==> config.mk <==
export PLATFORM = sky130hd
export DESIGN_NAME = vga_timing_rx_flat
export DESIGN_NICKNAME = d
export VERILOG_FILES = /design/src/rtl/vga_timing_rx_if.sv /design/src/rtl/vga_timing_rx.sv /design/src/flat_wrapper.sv
export SDC_FILE = /design/constraint.sdc
export NUM_CORES = 1
export LEC_CHECK = 0
export CORE_ASPECT_RATIO = 0.9
export CORE_MARGIN = 4
export CORE_UTILIZATION = 30
export CTS_CLUSTER_DIAMETER = 100
export DETAILED_ROUTE_END_ITERATION = 10
export GPL_TIMING_DRIVEN = 0
export PLACE_DENSITY = 0.51
export SYNTH_ARGS = -nofsm -noshare
export SYNTH_HDL_FRONTEND = slang
export SYNTH_SLANG_ARGS = --single-unit
==> constraint.sdc <==
create_clock -name clk -period 2.7 [get_ports clk]
set_clock_uncertainty 0.2 [all_clocks]
set_input_delay 0.27 -clock clk [delete_from_list [all_inputs] [get_ports clk]]
set_output_delay 0.27 -clock clk [all_outputs]
set_load 0.02 [all_outputs]
==> src/rtl/vga_timing_rx_if.sv <==
// vga_timing_rx_if: VGA timing sink bus; master is the transmitter/bench side, slave is the receiver
interface vga_timing_rx_if;
  logic       clk_en;
  logic       hsync_in;
  logic       vsync_in;
  logic       active_in;
  logic       de_out;
  logic [9:0] hpos;
  logic [9:0] vpos;
  logic       frame_start;
  logic       locked;
  logic       err_frame;
  logic [9:0] meas_h_total;
  logic [9:0] meas_v_total;
  logic [7:0] err_count;
  modport master (
    output clk_en, hsync_in, vsync_in, active_in,
    input  de_out, hpos, vpos, frame_start, locked, err_frame, meas_h_total, meas_v_total, err_count
  );
  modport slave (
    input  clk_en, hsync_in, vsync_in, active_in,
    output de_out, hpos, vpos, frame_start, locked, err_frame, meas_h_total, meas_v_total, err_count
  );
endinterface

==> src/rtl/vga_timing_rx.sv <==
// vga_timing_rx: VGA timing receiver with position recovery, line/frame measurement and lock FSM; VGA_RX_ERR_COUNT_EN enables err_count
module vga_timing_rx #(
  parameter int H_ACTIVE        = 8,
  parameter int H_TOTAL         = 16,
  parameter int V_ACTIVE        = 6,
  parameter int V_TOTAL         = 10,
  parameter bit SYNC_ACTIVE_LOW = 1'b0,
  parameter int LOCK_FRAMES     = 2
) (
  input logic           clk,
  input logic           rst,
  vga_timing_rx_if.slave bus
);
  localparam logic [1:0] S_SEARCH  = 2'd0;
  localparam logic [1:0] S_MEASURE = 2'd1;
  localparam logic [1:0] S_LOCKED  = 2'd2;
  localparam logic [9:0] CMAX = 10'd1023;
  localparam logic [9:0] HA   = 10'(H_ACTIVE);
  localparam logic [9:0] HT   = 10'(H_TOTAL);
  localparam logic [9:0] VA   = 10'(V_ACTIVE);
  localparam logic [9:0] VT   = 10'(V_TOTAL);
  localparam logic [9:0] V_TO = 10'(V_TOTAL + 1);
  localparam logic [3:0] LF   = 4'(LOCK_FRAMES);
  logic       hs, vs, act, hs_prev, vs_prev, act_prev;
  logic       hs_edge, vs_edge, rise, fall, run_bad, ln_bad;
  logic       line_bad, frame_bad, first_pend, frame_ok, timeout, err_n;
  logic       de_r, fs_r, err_r;
  logic [1:0] state, state_n;
  logic [3:0] match, match_n;
  logic [9:0] h_cnt, h_len, de_run, v_cnt, v_next, a_cnt, hpos_r, vpos_r, meas_h, meas_v;
  function automatic logic [9:0] inc(input logic [9:0] v);
    return v == CMAX ? v : v + 10'd1;
  endfunction
  assign hs      = bus.hsync_in ^ SYNC_ACTIVE_LOW;
  assign vs      = bus.vsync_in ^ SYNC_ACTIVE_LOW;
  assign act     = bus.active_in;
  assign hs_edge = hs && !hs_prev;
  assign vs_edge = vs && !vs_prev;
  assign rise    = act && !act_prev;
  assign fall    = !act && act_prev;
  assign h_len   = inc(h_cnt);
  assign run_bad = fall && de_run != HA;
  assign ln_bad  = hs_edge && h_len != HT;
  // an hs edge coincident with the vs edge still belongs to the ending frame
  assign v_next  = (hs_edge && v_cnt != V_TO) ? v_cnt + 10'd1 : v_cnt;
  assign timeout = hs_edge && !vs_edge && v_cnt == VT;
  assign frame_ok = !frame_bad && !run_bad && !line_bad && !ln_bad && v_next == VT && a_cnt == VA;
  always_comb begin
    state_n = state;
    match_n = match;
    err_n   = 1'b0;
    if (timeout) begin
      state_n = S_SEARCH;
      match_n = '0;
      err_n   = 1'b1;
    end else if (vs_edge) begin
      match_n = (state == S_MEASURE && frame_ok) ? match + 4'd1 : '0;
      err_n   = state != S_SEARCH && !frame_ok;
      state_n = (state == S_SEARCH || !frame_ok) ? S_MEASURE :
                (state == S_LOCKED || match_n >= LF) ? S_LOCKED : S_MEASURE;
    end
  end
  always_ff @(posedge clk or posedge rst)
    if (rst) begin
      hs_prev    <= 1'b0;
      vs_prev    <= 1'b0;
      act_prev   <= 1'b0;
      h_cnt      <= '0;
      meas_h     <= '0;
      de_run     <= '0;
      frame_bad  <= 1'b0;
      line_bad   <= 1'b0;
      v_cnt      <= '0;
      meas_v     <= '0;
      a_cnt      <= '0;
      de_r       <= 1'b0;
      hpos_r     <= '0;
      vpos_r     <= '0;
      first_pend <= 1'b0;
      state      <= S_SEARCH;
      match      <= '0;
      fs_r       <= 1'b0;
      err_r      <= 1'b0;
    end else begin
      fs_r  <= bus.clk_en && vs_edge;
      err_r <= bus.clk_en && err_n;
      if (bus.clk_en) begin
        hs_prev    <= hs;
        vs_prev    <= vs;
        act_prev   <= act;
        h_cnt      <= hs_edge ? '0 : h_len;
        meas_h     <= hs_edge ? h_len : meas_h;
        de_run     <= fall ? '0 : act ? inc(de_run) : de_run;
        frame_bad  <= !vs_edge && (frame_bad || run_bad);
        line_bad   <= !vs_edge && (line_bad || ln_bad);
        v_cnt      <= vs_edge ? '0 : v_next;
        meas_v     <= vs_edge ? v_next : meas_v;
        a_cnt      <= vs_edge ? {9'd0, rise} : rise ? inc(a_cnt) : a_cnt;
        de_r       <= act;
        hpos_r     <= rise ? '0 : act ? inc(hpos_r) : hpos_r;
        vpos_r     <= rise ? ((first_pend || vs_edge) ? '0 : inc(vpos_r)) : vpos_r;
        first_pend <= (first_pend || vs_edge) && !rise;
        state      <= state_n;
        match      <= match_n;
      end
    end
  assign bus.de_out       = de_r;
  assign bus.hpos         = hpos_r;
  assign bus.vpos         = vpos_r;
  assign bus.frame_start  = fs_r;
  assign bus.locked       = state == S_LOCKED;
  assign bus.err_frame    = err_r;
  assign bus.meas_h_total = meas_h;
  assign bus.meas_v_total = meas_v;
`ifdef VGA_RX_ERR_COUNT_EN
  logic [7:0] err_cnt;
  always_ff @(posedge clk or posedge rst)
    if (rst) err_cnt <= '0;
    else if (bus.clk_en && err_n && err_cnt != 8'hff) err_cnt <= err_cnt + 8'd1;
  assign bus.err_count = err_cnt;
`else
  assign bus.err_count = 8'd0;
`endif
endmodule

==> src/flat_wrapper.sv <==
// flat-port wrapper written by rule: the top's interface ports become plain ports
module vga_timing_rx_flat 
#(
  parameter int H_ACTIVE        = 8,
  parameter int H_TOTAL         = 16,
  parameter int V_ACTIVE        = 6,
  parameter int V_TOTAL         = 10,
  parameter bit SYNC_ACTIVE_LOW = 1'b0,
  parameter int LOCK_FRAMES     = 2
)
  (clk, rst, bus_clk_en, bus_hsync_in, bus_vsync_in, bus_active_in, bus_de_out, bus_hpos, bus_vpos, bus_frame_start, bus_locked, bus_err_frame, bus_meas_h_total, bus_meas_v_total, bus_err_count);
  vga_timing_rx_if bus_i ();
  input logic clk;
  input logic rst;
  input wire logic [$bits(bus_i.clk_en)-1:0] bus_clk_en;
  input wire logic [$bits(bus_i.hsync_in)-1:0] bus_hsync_in;
  input wire logic [$bits(bus_i.vsync_in)-1:0] bus_vsync_in;
  input wire logic [$bits(bus_i.active_in)-1:0] bus_active_in;
  output wire logic [$bits(bus_i.de_out)-1:0] bus_de_out;
  output wire logic [$bits(bus_i.hpos)-1:0] bus_hpos;
  output wire logic [$bits(bus_i.vpos)-1:0] bus_vpos;
  output wire logic [$bits(bus_i.frame_start)-1:0] bus_frame_start;
  output wire logic [$bits(bus_i.locked)-1:0] bus_locked;
  output wire logic [$bits(bus_i.err_frame)-1:0] bus_err_frame;
  output wire logic [$bits(bus_i.meas_h_total)-1:0] bus_meas_h_total;
  output wire logic [$bits(bus_i.meas_v_total)-1:0] bus_meas_v_total;
  output wire logic [$bits(bus_i.err_count)-1:0] bus_err_count;
  assign bus_i.clk_en = bus_clk_en;
  assign bus_i.hsync_in = bus_hsync_in;
  assign bus_i.vsync_in = bus_vsync_in;
  assign bus_i.active_in = bus_active_in;
  assign bus_de_out = bus_i.de_out;
  assign bus_hpos = bus_i.hpos;
  assign bus_vpos = bus_i.vpos;
  assign bus_frame_start = bus_i.frame_start;
  assign bus_locked = bus_i.locked;
  assign bus_err_frame = bus_i.err_frame;
  assign bus_meas_h_total = bus_i.meas_h_total;
  assign bus_meas_v_total = bus_i.meas_v_total;
  assign bus_err_count = bus_i.err_count;
  vga_timing_rx #(.H_ACTIVE(H_ACTIVE), .H_TOTAL(H_TOTAL), .V_ACTIVE(V_ACTIVE), .V_TOTAL(V_TOTAL), .SYNC_ACTIVE_LOW(SYNC_ACTIVE_LOW), .LOCK_FRAMES(LOCK_FRAMES)) u_core (.clk(clk), .rst(rst), .bus(bus_i));
endmodule
; ---- After elaboration in Yosys (flattened, before gate mapping)
; Index checks and enable logic that the tools add are counted.
[word_totals]
reg_bits = 94
inputBits = 6
output_inout_bits = 52
word_cells = 117
[op_classes]
add_sub_neg = 7
n_lt_le_gt_ge = 1
n_eq_ne = 17
mux = 24
n_reduce_logical = 50
[ops]
columns = operator, n
row1 = 10-bit 2-to-1 mux, 15
row2 = 10-bit by 1-bit adder with 10-bit output (second input constant), 6
row3 = 10-bit equality test (second input constant), 5
row4 = 1-bit logical AND, 21
row5 = 10-bit by 4-bit equality test with 1-bit output (second input constant), 2
row6 = 10-bit by 4-bit != test with 1-bit output (second input constant), 2
row7 = 4-bit 2-to-1 mux, 3
row8 = 3-bit AND reduction, 4
row9 = 1-bit zero test, 11
row10 = 10-bit by 3-bit equality test with 1-bit output (second input constant), 1
row11 = 10-bit by 5-bit != test with 1-bit output (second input constant), 1
row12 = 2-bit nonzero test, 5
row13 = 2-bit 2-to-1 mux, 4
row14 = 2-bit by 1-bit != test with 1-bit output (second input constant), 4
row15 = 2-bit AND reduction, 3
row16 = 1-bit logical OR, 5
row17 = 4-bit by 1-bit adder with 4-bit output (second input constant), 1
row18 = 4-bit by 2-bit greater-or-equal comparator with 1-bit output (second input constant), 1
row19 = 2-bit by 1-bit equality test with 1-bit output (second input constant), 1
row20 = 2-bit equality test (second input constant), 1
row21 = 2-bit zero test, 1
row22 = 1-bit 2-to-1 mux, 2

; ---- Logic depth before layout (Yosys ltp)
[logic_depth]
depth_word = 17
mapped_depth = 10
mapped_depth_nobuf = 9

; ---- Least setup slack after synthesis
; No wires, ideal clock.
[synth_timing]
path_type = register -> register
startpoint = register u_core.v_cnt[0]
endpoint = register u_core.state[0]
setup_ns = 0.120
arrival_time_ns = 2.312
t_required_ns = 2.380
slack_ns = 0.068
path_stages_with_launch = 11
n_path_buf = 1
period_less_slack_ns = 2.632
cell_sequence = dfrtp_1 > buf_2 > inv_1 > ha_1 > nand4bb_1 > or2_2 > a21oi_1 > o32ai_1 > or4_1 > a21oi_1 > and3b_1
[synth_via]
elab_chain_len = 14
word_cells_on_any_way = 21
classes_between = 1 x add/sub / 1 x order compare / 3 x eq/ne / 6 x mux / 10 x reduce/logical
[synth_lines]
columns = element, line_no
row1 = start: declaration, vga_timing_rx.sv:30  ; logic [9:0] h_cnt, h_len, de_run, v_cnt, v_next, a_cnt, hpos_r, vpos_r, meas_h, meas_v;
row2 = start signal: assignment, vga_timing_rx.sv:96  ; v_cnt <= vs_edge ? '0 : v_next;
row3 = "parallel branches: the longest is 14 deep, another holds 10-bit by 1-bit adder with 10-bit output", --
row4 = end signal: assignment, vga_timing_rx.sv:103  ; state <= state_n;
row5 = end: declaration, vga_timing_rx.sv:28  ; logic [1:0] state, state_n;
; Several ways; the timed one is not identified. The select of a mux whose other input is x is not followed.
; A chain may end at the register's enable or synchronous reset.

; ---- Final worst setup path
[layout_timing]
startpoint = register u_core.v_cnt[1]
endpoint = register u_core.state[0]
; Same word-level chain as after synthesis.

==> results.py <==
metrics = {
    "outcome": {
        "status": "finished with violations",
        "violations": "negative setup slack",
    },
    "worst_setup_path": {
        "r2r_slack_ns": -0.07,
        "worstSetupStartpointType": "flop",
        "crit_path_end_kind": "flop",
        "cpMaxStageDelayCell": "a2111o_1",
        "crit_required_ns": 2.74,
        "r2r_cells": 9,
        "reg2reg_to": "u_core.state[0]$_DFFE_PP0P_",
        "r2r_start": "u_core.v_cnt[1]$_DFFE_PP0P_",
        "cp_slowest_stage_delay_ns": 0.49,
        "worstPathCellList": "buf_4 -> and4b_1 -> a211oi_2 -> o21ai_1 -> a2111o_1 -> buf_6 -> nor4_4 -> o211ai_1 -> and3b_1",
        "path_class": "reg2reg",
        "cp_top_family": "compound AO/OA/AOI/OAI gates",
        "worstPathArrival_ns": 2.81,
        "path_buf_inv": 2,
        "critPathMaxFanout": 5,
    },
    "clock_network": {
        "clkTransAtPathRegs_ns": 0.07,
        "ctsRootBufferMaster": "clkbuf_16",
        "clkSinkCount": 94,
        "tritoncts": "yes",
        "clkLatencyLatePin_ns": 0.35,
        "cts_hold_buffers": 0,
        "cts_buffers": 9,
        "h-tree-depth": 3,
        "cts_buffer_depth": 2,
    },
    "placed_design": {
        "io_buffers": 49,
        "pre_cts_slack_ns": -0.535,
        "place.gp.congestion": 0.824,
        "post_dp_cell_area_mm2": 0.00598,
        "hpwl_um": 9170,
    },
    "grt": {
        "grt_usage": 0.133,
        "grt_max_degree": 28,
        "gr-total-overflow": 0,
        "grt_pass1_wl_um": 21200,
        "grt_pass1_vias": 4228,
        "antenna_found_initial": 0,
    },
    "synth": {
        "synth_top_area_share": 0.458,
        "yosysTopAreaCell": "dfrtp_1",
        "syn_avg_cell_area_um2": 8.91,
        "yosys-top-cells-area": "dfrtp_1 (46%), o21ai_0 (6.4%), nand2_1 (5.1%)",
        "synth-edff-count": 0,
        "async_flop_share": 1.00,
        "syn_inst": 576,
        "synth_warnings": 0,
        "ys_seq_area_frac": 0.458,
        "ys_ff_latch": 94,
        "synth.cell_area_mm2": 0.00513,
        "ys_types": 63,
        "synth-main-ff-cell": "dfrtp_1",
    },
    "timing": {
        "maxSlewHeadroom": 0.491,
        "setup_violations": 3,
        "final.period_utilization": 1.03,
        "fin_ws_ns": -0.0694,
        "hold_violations": 0,
        "worstMarginPinSlew_ns": 0.757,
        "hold_slack_ns": 0.110,
        "clock.fmax_mhz": 361,
        "rsz0062_at_grt": "yes",
        "post-route-min-period_ns": 2.77,
        "drv_slew": 0,
    },
    "finish": {
        "syn2layout_area_growth_pct": 28.9,
        "fillers": 1659,
        "utilization": 0.393,
        "nets": 671,
        "antenna_cells": 0,
        "drive_gt1_frac": 0.135,
        "fin_area_mm2": 0.00661,
    },
    "min_path": {
        "min_path_type": "in2async",
    },
    "die": {
        "rows": 45,
        "io_pins": 58,
        "die_x_um": 146,
        "die_area_mm2": 0.0193,
        "start_util": 0.305,
        "dieHeight_um": 132,
        "core_mm2": 0.0168,
    },
    "drt": {
        "firstDrtPassIters": 4,
        "final_antenna_net_count": 0,
        "wl_um": 12900,
        "highest_layer": "met4",
        "met2WireLength_um": 5950,
        "vias": 4402,
        "vias_per_cell": 5.05,
        "drt_iter0_markers": 300,
        "wire_per_inst_um": 14.8,
        "met1Wirelength_um": 6260,
        "drc": 0,
        "wl_met3_um": 607,
    },
    "pwr": {
        "power.density_mw_per_mm2": 587,
        "ir_drop_v": 0.000327,
        "finalPower_mw": 3.88,
        "p_leak_nw": 2.74,
    },
    "run": {
        "maxCapViolations": 0,
    },
}
## worst max-delay path by stage
stage | from | end | cells after the start
after floorplan | u_core.v_cnt[0]$_DFFE_PP0P_ | u_core.state[0]$_DFFE_PP0P_ | 10
after global placement | bus_hsync_in | u_core.state[0]$_DFFE_PP0P_ | 8
after CTS | u_core.hs_prev$_DFFE_PP0P_ | u_core.state[0]$_DFFE_PP0P_ | 7
after global routing | u_core.v_cnt[1]$_DFFE_PP0P_ | u_core.state[0]$_DFFE_PP0P_ | 9
final | u_core.v_cnt[1]$_DFFE_PP0P_ | u_core.state[0]$_DFFE_PP0P_ | 9
after detailed placement | bus_hsync_in | u_core.state[0]$_DFFE_PP0P_ | 8
## cell usage after synthesis, types with 13 or more instances
| cell type | number |
|---|---|
| dfrtp_1 | 94 |
| nand2_1 | 70 |
| o21ai_0 | 66 |
| nor2_1 | 45 |
| a21oi_1 | 34 |
| nand3_1 | 27 |
| clkbuf_1 | 26 |
| inv_1 | 21 |
| xnor2_1 | 16 |
| xor2_1 | 16 |
| nand4_1 | 13 |
| nor3_1 | 13 |
| or3_1 | 13 |
## layout make-up
cell class / count / area [um^2] / area share
Buffer: 31 / 160 / 0.0242
Sequential cell: 94 / 2350 / 0.356
Timing Repair Buffer: 67 / 673 / 0.102
Inverter: 21 / 82.6 / 0.0125
Multi-Input combinational cell: 431 / 2780 / 0.420
Clock buffer: 9 / 225 / 0.0341
Clock inverter: 7 / 75.1 / 0.0114
Tap cell: 211 / 264 / 0.0399
## where the power goes
part	total [mW]	internal, mW	switching, mW
logic	0.891	0.428	0.463
clock network	1.29	0.719	0.571
registers	1.70	1.55	0.156
total	3.88	2.69	1.19
## kinds of logic after synthesis
kind of cell | Yosys count | synth area share
multiplexers | 7 | 0.0149
buffers and inverters | 58 | 0.0490
other | 1 | 0.000731
AO/OA/AOI/OAI | 138 | 0.159
AND/OR/NAND/NOR | 236 | 0.239
flip-flops | 94 | 0.458
XOR/XNOR | 32 | 0.0546
adder cells (fa/ha/maj) | 10 | 0.0244
## repair_timing
action / CTS / global route
setup buffers: 1 / 14
pin swaps: 7 / 16
resized for setup: 18 / 29
setup endpoints to repair: 11 / 13
## routing by layer
metal,up-vias,GRT usage
li1,2192,-
met1,2107,0.182
met2,93,0.208
met3,10,0.0395
met4,0,0.0311
met5,-,0
## flip-flops by register name (all words and copies together), names as in the netlist, 10 cells and up
| signal | count |
|---|---|
| u_core.bus.vpos | 10 |
| u_core.bus.meas_v_total | 10 |
| u_core.bus.hpos | 10 |
| u_core.de_run | 10 |
| u_core.v_cnt | 10 |
| u_core.a_cnt | 10 |
| u_core.h_cnt | 10 |
| u_core.bus.meas_h_total | 10 |
## cells in the final DEF, fill, tap and decap left out, types with 4 or more instances in the layout
cell / n
dfrtp_1: 92
nand2_1: 70
o21ai_0: 63
clkdlybuf4s50_1: 48
nor2_1: 45
a21oi_1: 32
nand3_1: 27
buf_4: 22
clkbuf_1: 19
inv_1: 18
xor2_1: 16
xnor2_1: 16
nand4_1: 13
or3_1: 13
nor3_1: 11
and3_1: 9
clkbuf_16: 9
conb_1: 8
and4_1: 6
ha_1: 6
nor2b_1: 5
mux2_2: 5
o31ai_1: 4
clkinvlp_4: 4
## metrics by stage
stage	std cells	TNS, ns
floorplan	583	0
global placement	843	-6.44
detailed placement	846	-7.12
CTS	861	-0.112
global route	871	-0.545
finish	871	-0.121
(Power assumes the default switching activity.)
